`src/rtl/rv_mem_pkg.sv`:
```
// Shared load/store constants, LSU state encoding and request legality check.
package rv_mem_pkg;

    // RV32I load/store funct3 encodings
    localparam logic [2:0] F3_B  = 3'b000;
    localparam logic [2:0] F3_H  = 3'b001;
    localparam logic [2:0] F3_W  = 3'b010;
    localparam logic [2:0] F3_BU = 3'b100;
    localparam logic [2:0] F3_HU = 3'b101;

    // LSU state encoding
    localparam int unsigned ST_W = 3;
    localparam logic [ST_W-1:0] S_IDLE   = 3'd0;
    localparam logic [ST_W-1:0] S_LD     = 3'd1;
    localparam logic [ST_W-1:0] S_RMW_RD = 3'd2;
    localparam logic [ST_W-1:0] S_WR     = 3'd3;
    localparam logic [ST_W-1:0] S_DONE   = 3'd4;

    // 1 when the request is misaligned or uses an illegal funct3
    function automatic logic req_bad(input logic we, input logic [2:0] f3,
                                     input logic [1:0] lo);
        logic bad;
        bad = 1'b1;
        if (we) begin
            case (f3)
                F3_B:    bad = 1'b0;
                F3_H:    bad = lo[0];
                F3_W:    bad = |lo;
                default: bad = 1'b1;
            endcase
        end else begin
            case (f3)
                F3_B, F3_BU: bad = 1'b0;
                F3_H, F3_HU: bad = lo[0];
                F3_W:        bad = |lo;
                default:     bad = 1'b1;
            endcase
        end
        return bad;
    endfunction

endpackage

```
`src/rtl/lsu_align.sv`:
```
// Lane extraction / extension for loads and lane merge for sub-word stores.
module lsu_align
    import rv_mem_pkg::*;
(
    input  logic [2:0]  funct3,
    input  logic [1:0]  addr_lo,
    input  logic [31:0] rdata,
    input  logic [31:0] wdata,
    output logic [31:0] load_ext,
    output logic [31:0] store_merged
);

    logic [7:0]  byte_sel;
    logic [15:0] half_sel;

    // Pick the addressed lane (little-endian) and extend it
    always_comb begin
        byte_sel = rdata[{addr_lo, 3'b000} +: 8];
        half_sel = addr_lo[1] ? rdata[31:16] : rdata[15:0];
        case (funct3)
            F3_B:    load_ext = {{24{byte_sel[7]}}, byte_sel};
            F3_BU:   load_ext = {24'd0, byte_sel};
            F3_H:    load_ext = {{16{half_sel[15]}}, half_sel};
            F3_HU:   load_ext = {16'd0, half_sel};
            default: load_ext = rdata;
        endcase
    end

    // Replace the addressed lane of the current word with the store operand
    always_comb begin
        store_merged = rdata;
        case (funct3)
            F3_B:    store_merged[{addr_lo, 3'b000} +: 8]   = wdata[7:0];
            F3_H:    store_merged[{addr_lo[1], 4'b0000} +: 16] = wdata[15:0];
            default: store_merged = wdata;
        endcase
    end

endmodule

```
`src/rtl/lsu_rmw.sv`:
```
// Load/store unit for a word-only memory; sub-word stores become read-modify-write.
module lsu_rmw
    import rv_mem_pkg::*;
#(
    parameter int unsigned ADDR_W = 16,
    parameter int unsigned XLEN   = 32
) (
    input  logic              clk,
    input  logic              rst,
    input  logic              req,
    input  logic              req_we,
    input  logic [2:0]        funct3,
    input  logic [XLEN-1:0]   byte_addr,
    input  logic [XLEN-1:0]   store_data,
    output logic              ready,
    output logic              done,
    output logic              err,
    output logic [XLEN-1:0]   load_data,
    output logic              mem_we,
    output logic [ADDR_W-1:0] mem_addr,
    output logic [XLEN-1:0]   mem_wdata,
    input  logic [XLEN-1:0]   mem_rdata
);

    localparam int unsigned BA_W = ADDR_W + 2;

    logic [ST_W-1:0] state;
    logic [ST_W-1:0] state_nxt;
    logic [2:0]      f3_q;
    logic [BA_W-1:0] addr_q;
    logic [XLEN-1:0] sdata_q;
    logic [XLEN-1:0] merge_q;
    logic            err_q;
    logic [XLEN-1:0] load_ext;
    logic [XLEN-1:0] store_merged;
    logic            req_err;
    logic            unused_addr_hi;

    assign unused_addr_hi = ^byte_addr[XLEN-1:BA_W];
    assign req_err        = req_bad(req_we, funct3, byte_addr[1:0]);

    lsu_align u_align (
        .funct3       (f3_q),
        .addr_lo      (addr_q[1:0]),
        .rdata        (mem_rdata),
        .wdata        (sdata_q),
        .load_ext     (load_ext),
        .store_merged (store_merged)
    );

    // State register
    always_ff @(posedge clk or posedge rst) begin
        if (rst) state <= S_IDLE;
        else     state <= state_nxt;
    end

    // Next-state decode
    always_comb begin
        state_nxt = state;
        case (state)
            S_IDLE: begin
                if (req) begin
                    if (req_err)             state_nxt = S_DONE;
                    else if (!req_we)        state_nxt = S_LD;
                    else if (funct3 == F3_W) state_nxt = S_WR;
                    else                     state_nxt = S_RMW_RD;
                end
            end
            S_LD:     state_nxt = S_DONE;
            S_RMW_RD: state_nxt = S_WR;
            S_WR:     state_nxt = S_DONE;
            S_DONE:   state_nxt = S_IDLE;
            default:  state_nxt = S_IDLE;
        endcase
    end

    // Request latch, load result and merge register
    always_ff @(posedge clk or posedge rst) begin
        if (rst) begin
            f3_q      <= 3'd0;
            addr_q    <= '0;
            sdata_q   <= '0;
            merge_q   <= '0;
            err_q     <= 1'b0;
            load_data <= '0;
        end else begin
            case (state)
                S_IDLE: begin
                    if (req) begin
                        f3_q    <= funct3;
                        addr_q  <= byte_addr[BA_W-1:0];
                        sdata_q <= store_data;
                        // SW writes the operand directly; SB/SH overwrite this in RMW_RD
                        merge_q <= store_data;
                        err_q   <= req_err;
                    end
                end
                S_LD:     load_data <= load_ext;
                S_RMW_RD: merge_q   <= store_merged;
                default:  ;
            endcase
        end
    end

    // Outputs decoded from registered state
    always_comb begin
        ready     = (state == S_IDLE);
        done      = (state == S_DONE);
        err       = (state == S_DONE) && err_q;
        mem_we    = (state == S_WR);
        mem_addr  = addr_q[BA_W-1:2];
        mem_wdata = merge_q;
    end

endmodule
```
`config.mk`:
```
export PLATFORM = sky130hd
export DESIGN_NAME = lsu_rmw
export DESIGN_NICKNAME = d
export VERILOG_FILES = /design/src/rtl/rv_mem_pkg.sv /design/src/rtl/lsu_align.sv /design/src/rtl/lsu_rmw.sv
export SDC_FILE = /design/constraint.sdc
export NUM_CORES = 1
export LEC_CHECK = 0
export ABC_CLOCK_PERIOD_IN_PS = 5100
export CAP_MARGIN = 20
export CORE_ASPECT_RATIO = 1.4
export CORE_MARGIN = 3
export CORE_UTILIZATION = 50
export CTS_BUF_LIST = sky130_fd_sc_hd__clkbuf_8
export CTS_CLUSTER_DIAMETER = 40
export DETAILED_ROUTE_END_ITERATION = 12
export PLACE_DENSITY = 0.94
export SYNTH_ARGS = -nofsm -noshare
export SYNTH_HDL_FRONTEND = slang
export SYNTH_SLANG_ARGS = --single-unit
```
`constraint.sdc`:
```
create_clock -name clk -period 5.1 [get_ports clk]
set_input_delay 1.275 -clock clk [delete_from_list [all_inputs] [get_ports clk]]
set_output_delay 1.275 -clock clk [all_outputs]
set_load 0.03 [all_outputs]
```
* After elaboration in Yosys (flattened, before gate mapping)
Index checks and enable logic that the tools add are counted.
** Cells by class
- Shift operators :: 5
- Reduce and logical (&&, ||, !) cells :: 11
- Mux-type cells :: 15
- Equal/unequal tests :: 12
- Add/subtract/negate cells :: 2
** Operators by type and width (number)
- one-hot mux 32 bit (2 select lines) :: 2
- one-hot mux 32 bit (4 select lines) :: 1
- bitwise mux 32 bit :: 2
- 2-to-1 mux 32 bit :: 1
- variable shift 16 x 7 -> 32 bit, first input constant :: 1
- variable shift 8 x 7 -> 32 bit, first input constant :: 1
- indexed part select 16 x 7 -> 32 bit :: 1
- indexed part select 32 x 6 -> 8 bit :: 1
- indexed part select 8 x 7 -> 32 bit :: 1
- 2-to-1 mux 16 bit :: 1
- == test 3 bit, second input constant :: 5
- negator 5 -> 7 bit :: 2
- == test 3 x 1 -> 1 bit, second input constant :: 3
- == test 3 x 2 -> 1 bit, second input constant :: 3
- logical NOT 3 bit :: 3
- one-hot mux 3 bit (3 select lines) :: 1
- OR reduction 2 bit :: 4
- 2-to-1 mux 3 bit :: 2
- one-hot mux 1 bit (3 select lines) :: 2
- AND reduction 2 bit :: 2
- 2-to-1 mux 1 bit :: 2
- 2-to-1 mux 2 bit :: 1
- inequality test 2 bit, second input constant :: 1
- nonzero test 2 bit :: 1
- logical AND 1 bit :: 1
** Word-level totals
- Input bits :: 103
- Output and inout bits :: 84
- Register bits :: 121
- Logic and storage cells :: 52

* Depth between registers and ports, before layout
Gate-level depths: netlist of run 1.
- Depth after elaboration :: 7
- Gate-level depth with buffers :: 9
- Mapped depth without buffers :: 6

* Modules after synthesis
From an unflattened synthesis of run 1, not the netlist that was laid out.
** Unflattened totals
- Cell total of the unflattened synthesis :: 623
- Area total of the unflattened synthesis :: 6620.1 sq um
** By module, submodules not included
- lsu_rmw :: times used 1, cells an instance 331, area each 4901.0 sq um, seq. area each 3027.9 sq um
- lsu_align :: times used 1, cells an instance 292, area each 1719.1 sq um, seq. area each 0.0 sq um

* Least setup slack after synthesis of run 1
No wires, ideal clock.
- Path kind :: register -> output
- Start point :: register state[1]
- End point :: output err
- Stages on the path, launching flop included :: 4
- Setup slack :: 2.143 ns
- Arrival time :: 1.682 ns
- Data required time :: 3.825 ns
- Path buffers :: 1
- Cells stage by stage :: dfrtp_1 buf_2 nor3b_1 and2_1
** On the way
- Cells in the longest elaborated chain, start to end :: 2
** Ends and longest elaborated chain
- from (decl) :: RTL line lsu_rmw.sv:27 : logic [ST_W-1:0] state;
- from (signal assigned) :: RTL line lsu_rmw.sv:54 : else state <= state_nxt;
- == test 3 bit
- via done :: RTL line lsu_rmw.sv:16 : output logic done,
- logical AND 1 bit :: RTL line lsu_rmw.sv:109 : err = (state == S_DONE) && err_q;
- to (decl) :: RTL line lsu_rmw.sv:17 : output logic err,
The timed path passes the listed nets, and every way through them passes these cells.

* Worst setup path in the final report of run 1
- Start point :: register state[1]
- End point :: output err
** On the way
- Cells in the longest elaborated chain, start to end :: 2
** Ends and longest elaborated chain (RTL line)
- == test 3 bit :: lsu_rmw.sv:109
- logical AND 1 bit :: lsu_rmw.sv:109
Every way passes these cells.

==> flow_metrics.env, run 1 <==
export IMPL_critPathMaxFanout=27
export IMPL_synth_async_reset_ratio=1.00
export IMPL_fin_util=0.683
export IMPL_ff2ff_path_depth=3
export IMPL_power_total_uw=5870
export IMPL_initial_utilization=0.520
export IMPL_final_max_slew_viol_count=0
export IMPL_p_per_area_nw_per_um2=685
export IMPL_slew_headroom=0.258
export IMPL_routed_wirelength_microns=21000
export IMPL_grtUsageMet1=0.363
export IMPL_vias=6340
export IMPL_layout_drive_gt1_share=0.0967
export IMPL_final_setup_viol_count=0
export IMPL_io_buffers=172
export IMPL_final_area_sq_um=8570
export IMPL_syn_inst=722
export IMPL_diodes=0
export IMPL_antenna_found_initial=0
export IMPL_grt_overflow_total=0
export IMPL_status="finished clean"
export IMPL_cts_tree="done"
export IMPL_crit_required_ns=3.83
export IMPL_ioPinCount=187
export IMPL_post_cts_buffers=0
export IMPL_grtUsageTotal=0.296
export IMPL_busiest_layer="met2"
export IMPL_critPathArrivalTime_ns=2.38
export IMPL_drt_antenna_violating_nets=0
export IMPL_dpl_instance_area_sq_um=8160
export IMPL_hp_class="reg -> reg"
export IMPL_holdBufCountCts=0
export IMPL_met2_usage=0.477
export IMPL_end_kind="output port"
export IMPL_clockBufferDepth=2
export IMPL_viasPerCell=6.22
export IMPL_use_met3=0.0748
export IMPL_finalHoldViolations=0
export IMPL_layout_commonest_cell="nand2_1"
export IMPL_layout_min_cycle_time_ns=3.66
export IMPL_clock_root_buffer="clkbuf_8"
export IMPL_grt_pass1_vias=6162
export IMPL_worstMarginPinSlew_ns=1.10
export IMPL_crit_type="reg -> out"
export IMPL_drc=0
export IMPL_yosysWarnings=0
export IMPL_synth_nets=830
export IMPL_die_area_sq_um=14500
export IMPL_wl_per_cell_microns=20.6
export IMPL_syn_area_sq_um=6530
export IMPL_fp_row_count=48
export IMPL_ctsResizeCount=0
export IMPL_grt_pass1_wl_microns=33100
export IMPL_rsz0062_at_grt="no"
export IMPL_fmax_mhz=273
export IMPL_grt_start_max_net_pins=64
export IMPL_synth_edff_count=0
export IMPL_synth_seq_cells=121
export IMPL_whs_ns=0.474
export IMPL_setup_tns_ns=0
export IMPL_whs_endpoint="addr_q[2]"
export IMPL_cts_buffers=17
export IMPL_nFillCells=892
export IMPL_avgSynthCellArea_sq_um=9.04
export IMPL_rr_startpoint="state[1]"
export IMPL_power_static_leakage_uw=0.00376
export IMPL_coreArea_sq_um=12600
export IMPL_nets=965
export IMPL_place_detailed_hpwl_microns=14700
export IMPL_finalCritPeriodShare=0.717
export IMPL_rrSetupSlack_ns=2.10
export IMPL_ys_flop_type="dfrtp_1"
export IMPL_die_w_microns=103
export IMPL_skew_ns=0.00857
export IMPL_cts_clk_slew_worst_paths_ns=0.07
export IMPL_die_y_microns=141
export IMPL_drt_iter0_markers=746
export IMPL_yosysSeqAreaShare=0.464
export IMPL_worst_setup_path_start_kind="register"
export IMPL_h_tree_depth=4
export IMPL_area_delta_synth_final_pct=31.2
export IMPL_cts_sinks=121
export IMPL_reg2reg_to="mem_wdata[1]"
export IMPL_routabilityCongestion=1.00
export IMPL_cap_violations=0
export IMPL_yosysUniqueCellTypes=55
export IMPL_final_cell_mix="nand2_1 (186), clkdlybuf4s50_1 (172), dfrtp_1 (121)"
export IMPL_hold_path_cell_count=2
export IMPL_clk_latency_ns=0.45
export IMPL_hp_start="addr_q[2]"
export IMPL_vdd_drop_max_uv=299
export IMPL_dr_pass1_iters=9
-- cell type report --
class                      count  area [sq um]  area share
inverter                       7          28.8     0.00336
timing repair buffer         182          1810       0.211
tap                          150           188      0.0219
clock inverter                 9          97.6      0.0114
clock buffer                  22           303      0.0353
multi-input combinational    528          3120       0.364
sequential                   121          3030       0.353
-- worst max path at each step --
stage	startpoint	end	slack, ns	depth (start not counted)
global placement	req	addr_q[12]	1.71	5
CTS	state[1]	err	1.42	3
detailed placement	req	addr_q[13]	1.68	5
finish	state[1]	err	1.44	3
floorplan	rst	addr_q[0]	0.61	1
global route	state[1]	mem_we	1.38	2
-- synth_stat cells, types with 6 or more instances --
library cell / n / area, sq um
a211o_1: 15 / 131
buf_2: 14 / 70.1
o21ai_0: 18 / 90.1
dfrtp_1: 121 / 3030
nand3b_1: 7 / 52.6
a21oi_1: 52 / 260
a22o_1: 11 / 96.3
a222oi_1: 6 / 60.1
a22oi_1: 47 / 353
mux2i_1: 6 / 60.1
nor2_1: 41 / 154
clkbuf_1: 26 / 97.6
o22ai_1: 15 / 93.8
nor2b_1: 27 / 169
or2_2: 9 / 56.3
buf_4: 23 / 173
nand2_1: 186 / 698
mux2_2: 23 / 259
a221o_1: 9 / 90.1
o211ai_1: 8 / 60.1
-- power breakdown --
group          internal (uW)  leakage (uW)  total, uW  switching, uW
Clock                    490      0.000209        874            384
Combinational           1290       0.00209       3130           1840
Sequential              1430       0.00146       1870            439
Total                   3210       0.00376       5870           2660
-- critical path, stage by stage (launching register included) --
cell and delay, ns:
dfrtp_1 0.72, nor3b_1 0.37, and2_1 0.16, clkdlybuf4s50_1 0.68
-- stage by stage --
stage / std cells / setup WS (ns)
2_1_floorplan: 722 / 0.611
3_3_place_gp: 987 / 1.71
3_5_place_dp: 987 / 1.68
4_1_cts: 1018 / 1.42
5_1_grt: 1019 / 1.38
6_report: 1019 / 1.44
-- routing by layer --
layer	part of all wire	wire, microns	vias to the layer above
met4	0.060	1260	0
met5	0	0	-
li1	-	-	2803
met1	0.35	7430	2984
met3	0.11	2280	103
met2	0.48	10100	450
-- state kept, by name, indices dropped and copies added, names as in the netlist --
| name | cells |
|---|---|
| state | 3 |
| sdata_q | 32 |
| addr_q | 18 |
| f3_q | 3 |
| mem_wdata | 32 |
| load_data | 32 |
| err_q | 1 |
-- cell families (layout without fill, tap and decap cells) --
kind of cell    Yosys count  in the layout  share of synthesized area
simple gates            297            297                      0.205
mux                      30             30                     0.0523
flops                   121            121                      0.464
buf+inv                  73            220                     0.0590
fa+ha+maj                 5              5                    0.00958
compound gates          196            196                      0.211
(Power assumes the default switching activity.)
==> run 2: changes to the inputs <==
- ABC_CLOCK_PERIOD_IN_PS: 5100 -> 3800
- clock period: 5.1 -> 3.8 ns (I/O delays scaled with it)
==> flow_metrics.env, run 2 (same netlist as run 1, synthesis figures left out) <==
export IMPL_status="finished clean"
export IMPL_reg2reg_to="mem_wdata[10]"
export IMPL_die_w_microns=103
export IMPL_final_area_sq_um=8650
export IMPL_crit_type="reg -> out"
export IMPL_initial_utilization=0.520
export IMPL_nets=971
export IMPL_final_setup_viol_count=0
export IMPL_final_max_slew_viol_count=0
export IMPL_area_delta_synth_final_pct=32.5
export IMPL_cts_sinks=121
export IMPL_io_buffers=172
export IMPL_clk_latency_ns=0.45
export IMPL_layout_commonest_cell="nand2_1"
export IMPL_layout_drive_gt1_share=0.106
export IMPL_clock_root_buffer="clkbuf_8"
export IMPL_whs_endpoint="addr_q[13]"
export IMPL_cts_clk_slew_worst_paths_ns=0.08
export IMPL_worst_setup_path_start_kind="register"
export IMPL_skew_ns=0.00874
export IMPL_viasPerCell=6.27
export IMPL_critPathLaunch="state[2]"
export IMPL_diodes=0
export IMPL_fp_row_count=48
export IMPL_path_delay_family="buffers and inverters"
export IMPL_cts_tree="done"
export IMPL_rr_startpoint="addr_q[1]"
export IMPL_rsz0062_at_grt="no"
export IMPL_dpl_instance_area_sq_um=8210
export IMPL_die_area_sq_um=14500
export IMPL_cpPeakStageDelay_ns=0.69
export IMPL_critPathMaxFanout=9
export IMPL_crit_required_ns=2.85
export IMPL_hp_start="addr_q[13]"
export IMPL_grtUsageTotal=0.296
export IMPL_power_static_leakage_uw=0.00378
export IMPL_cts_buffers=17
export IMPL_routabilityCongestion=1.01
export IMPL_die_y_microns=141
export IMPL_vdd_drop_max_uv=418
export IMPL_critPathArrivalTime_ns=2.07
export IMPL_whs_ns=0.475
export IMPL_crit_chain="nor3b_1, and2_1, clkdlybuf4s50_1"
export IMPL_drc=0
export IMPL_coreArea_sq_um=12600
export IMPL_hp_class="reg -> reg"
export IMPL_holdBufCountCts=0
export IMPL_clockBufferDepth=2
export IMPL_drt_iter0_markers=689
export IMPL_h_tree_depth=4
export IMPL_critPathSlowestCell="clkdlybuf4s50_1"
export IMPL_setup_tns_ns=0
export IMPL_grt_overflow_total=0
export IMPL_wl_per_cell_microns=20.5
export IMPL_worstMarginPinSlew_ns=1.06
export IMPL_p_per_area_nw_per_um2=923
export IMPL_ff2ff_path_depth=7
export IMPL_rrSetupSlack_ns=1.37
export IMPL_routed_wirelength_microns=21100
export IMPL_place_detailed_hpwl_microns=14700
export IMPL_drt_antenna_violating_nets=0
export IMPL_path_buf_inv=1
export IMPL_grt_pass1_wl_microns=33300
export IMPL_hold_path_cell_count=2
export IMPL_cap_violations=0
export IMPL_end_kind="output port"
export IMPL_grt_pass1_vias=6286
export IMPL_layout_min_cycle_time_ns=3.02
export IMPL_post_cts_buffers=0
export IMPL_finalHoldViolations=0
export IMPL_finalCritPeriodShare=0.794
export IMPL_ctsResizeCount=0
export IMPL_dr_pass1_iters=6
export IMPL_grt_start_max_net_pins=55
export IMPL_ioPinCount=187
export IMPL_antenna_found_initial=0
export IMPL_vias=6432
export IMPL_fmax_mhz=331
export IMPL_final_cell_mix="nand2_1 (186), clkdlybuf4s50_1 (172), dfrtp_1 (121)"
export IMPL_slew_headroom=0.290
-- run 2: how the worst max path moves through the flow --
| stage | endpoint | depth (start not counted) |
|---|---|---|
| after floorplan | err | 3 |
| after global placement | addr_q[2] | 5 |
| after detailed placement | addr_q[16] | 5 |
| after CTS | err | 3 |
| after global routing | err | 3 |
| final | err | 3 |
-- run 2: tightest hold or removal path, stage by stage (launching register included) --
cell	delay (ns)
dfrtp_1	0.34
nand2_1	0.05
nand2_1	0.05
-- run 2: layout make-up --
class / count / area (sq um)
clock buffers: 18 / 248
clock inverters: 14 / 173
fillers: 889 / 3900
inverters: 7 / 30.0
multi-input cells: 528 / 3120
flip-flops and latches: 121 / 3030
well taps: 150 / 188
repair buffers: 188 / 1870
-- run 2: metrics by stage --
step,std cells,utilization,total power [uW],setup WS (ns)
after floorplan,722,-,5210,1.17
after global placement,992,0.654,6550,0.784
after detailed placement,992,0.654,6660,0.716
after CTS,1024,0.688,7930,0.758
after global routing,1026,0.689,8410,0.638
final,1026,0.689,7980,0.781
-- run 2: report_power, final --
part	internal, uW	switching (uW)	leakage [uW]	total, uW
clock	668	561	0.000198	1230
combinational	1760	2490	0.00212	4250
sequential	1920	587	0.00146	2500
-- run 2: per-layer routing --
layer | vias to the layer above | routed length [microns] | GRT usage
met5 | - | 0 | 0
met3 | 124 | 2060 | 0.0678
met1 | 3038 | 7510 | 0.374
li1 | 2815 | - | -
met2 | 455 | 10100 | 0.456
met4 | 0 | 1460 | 0.175
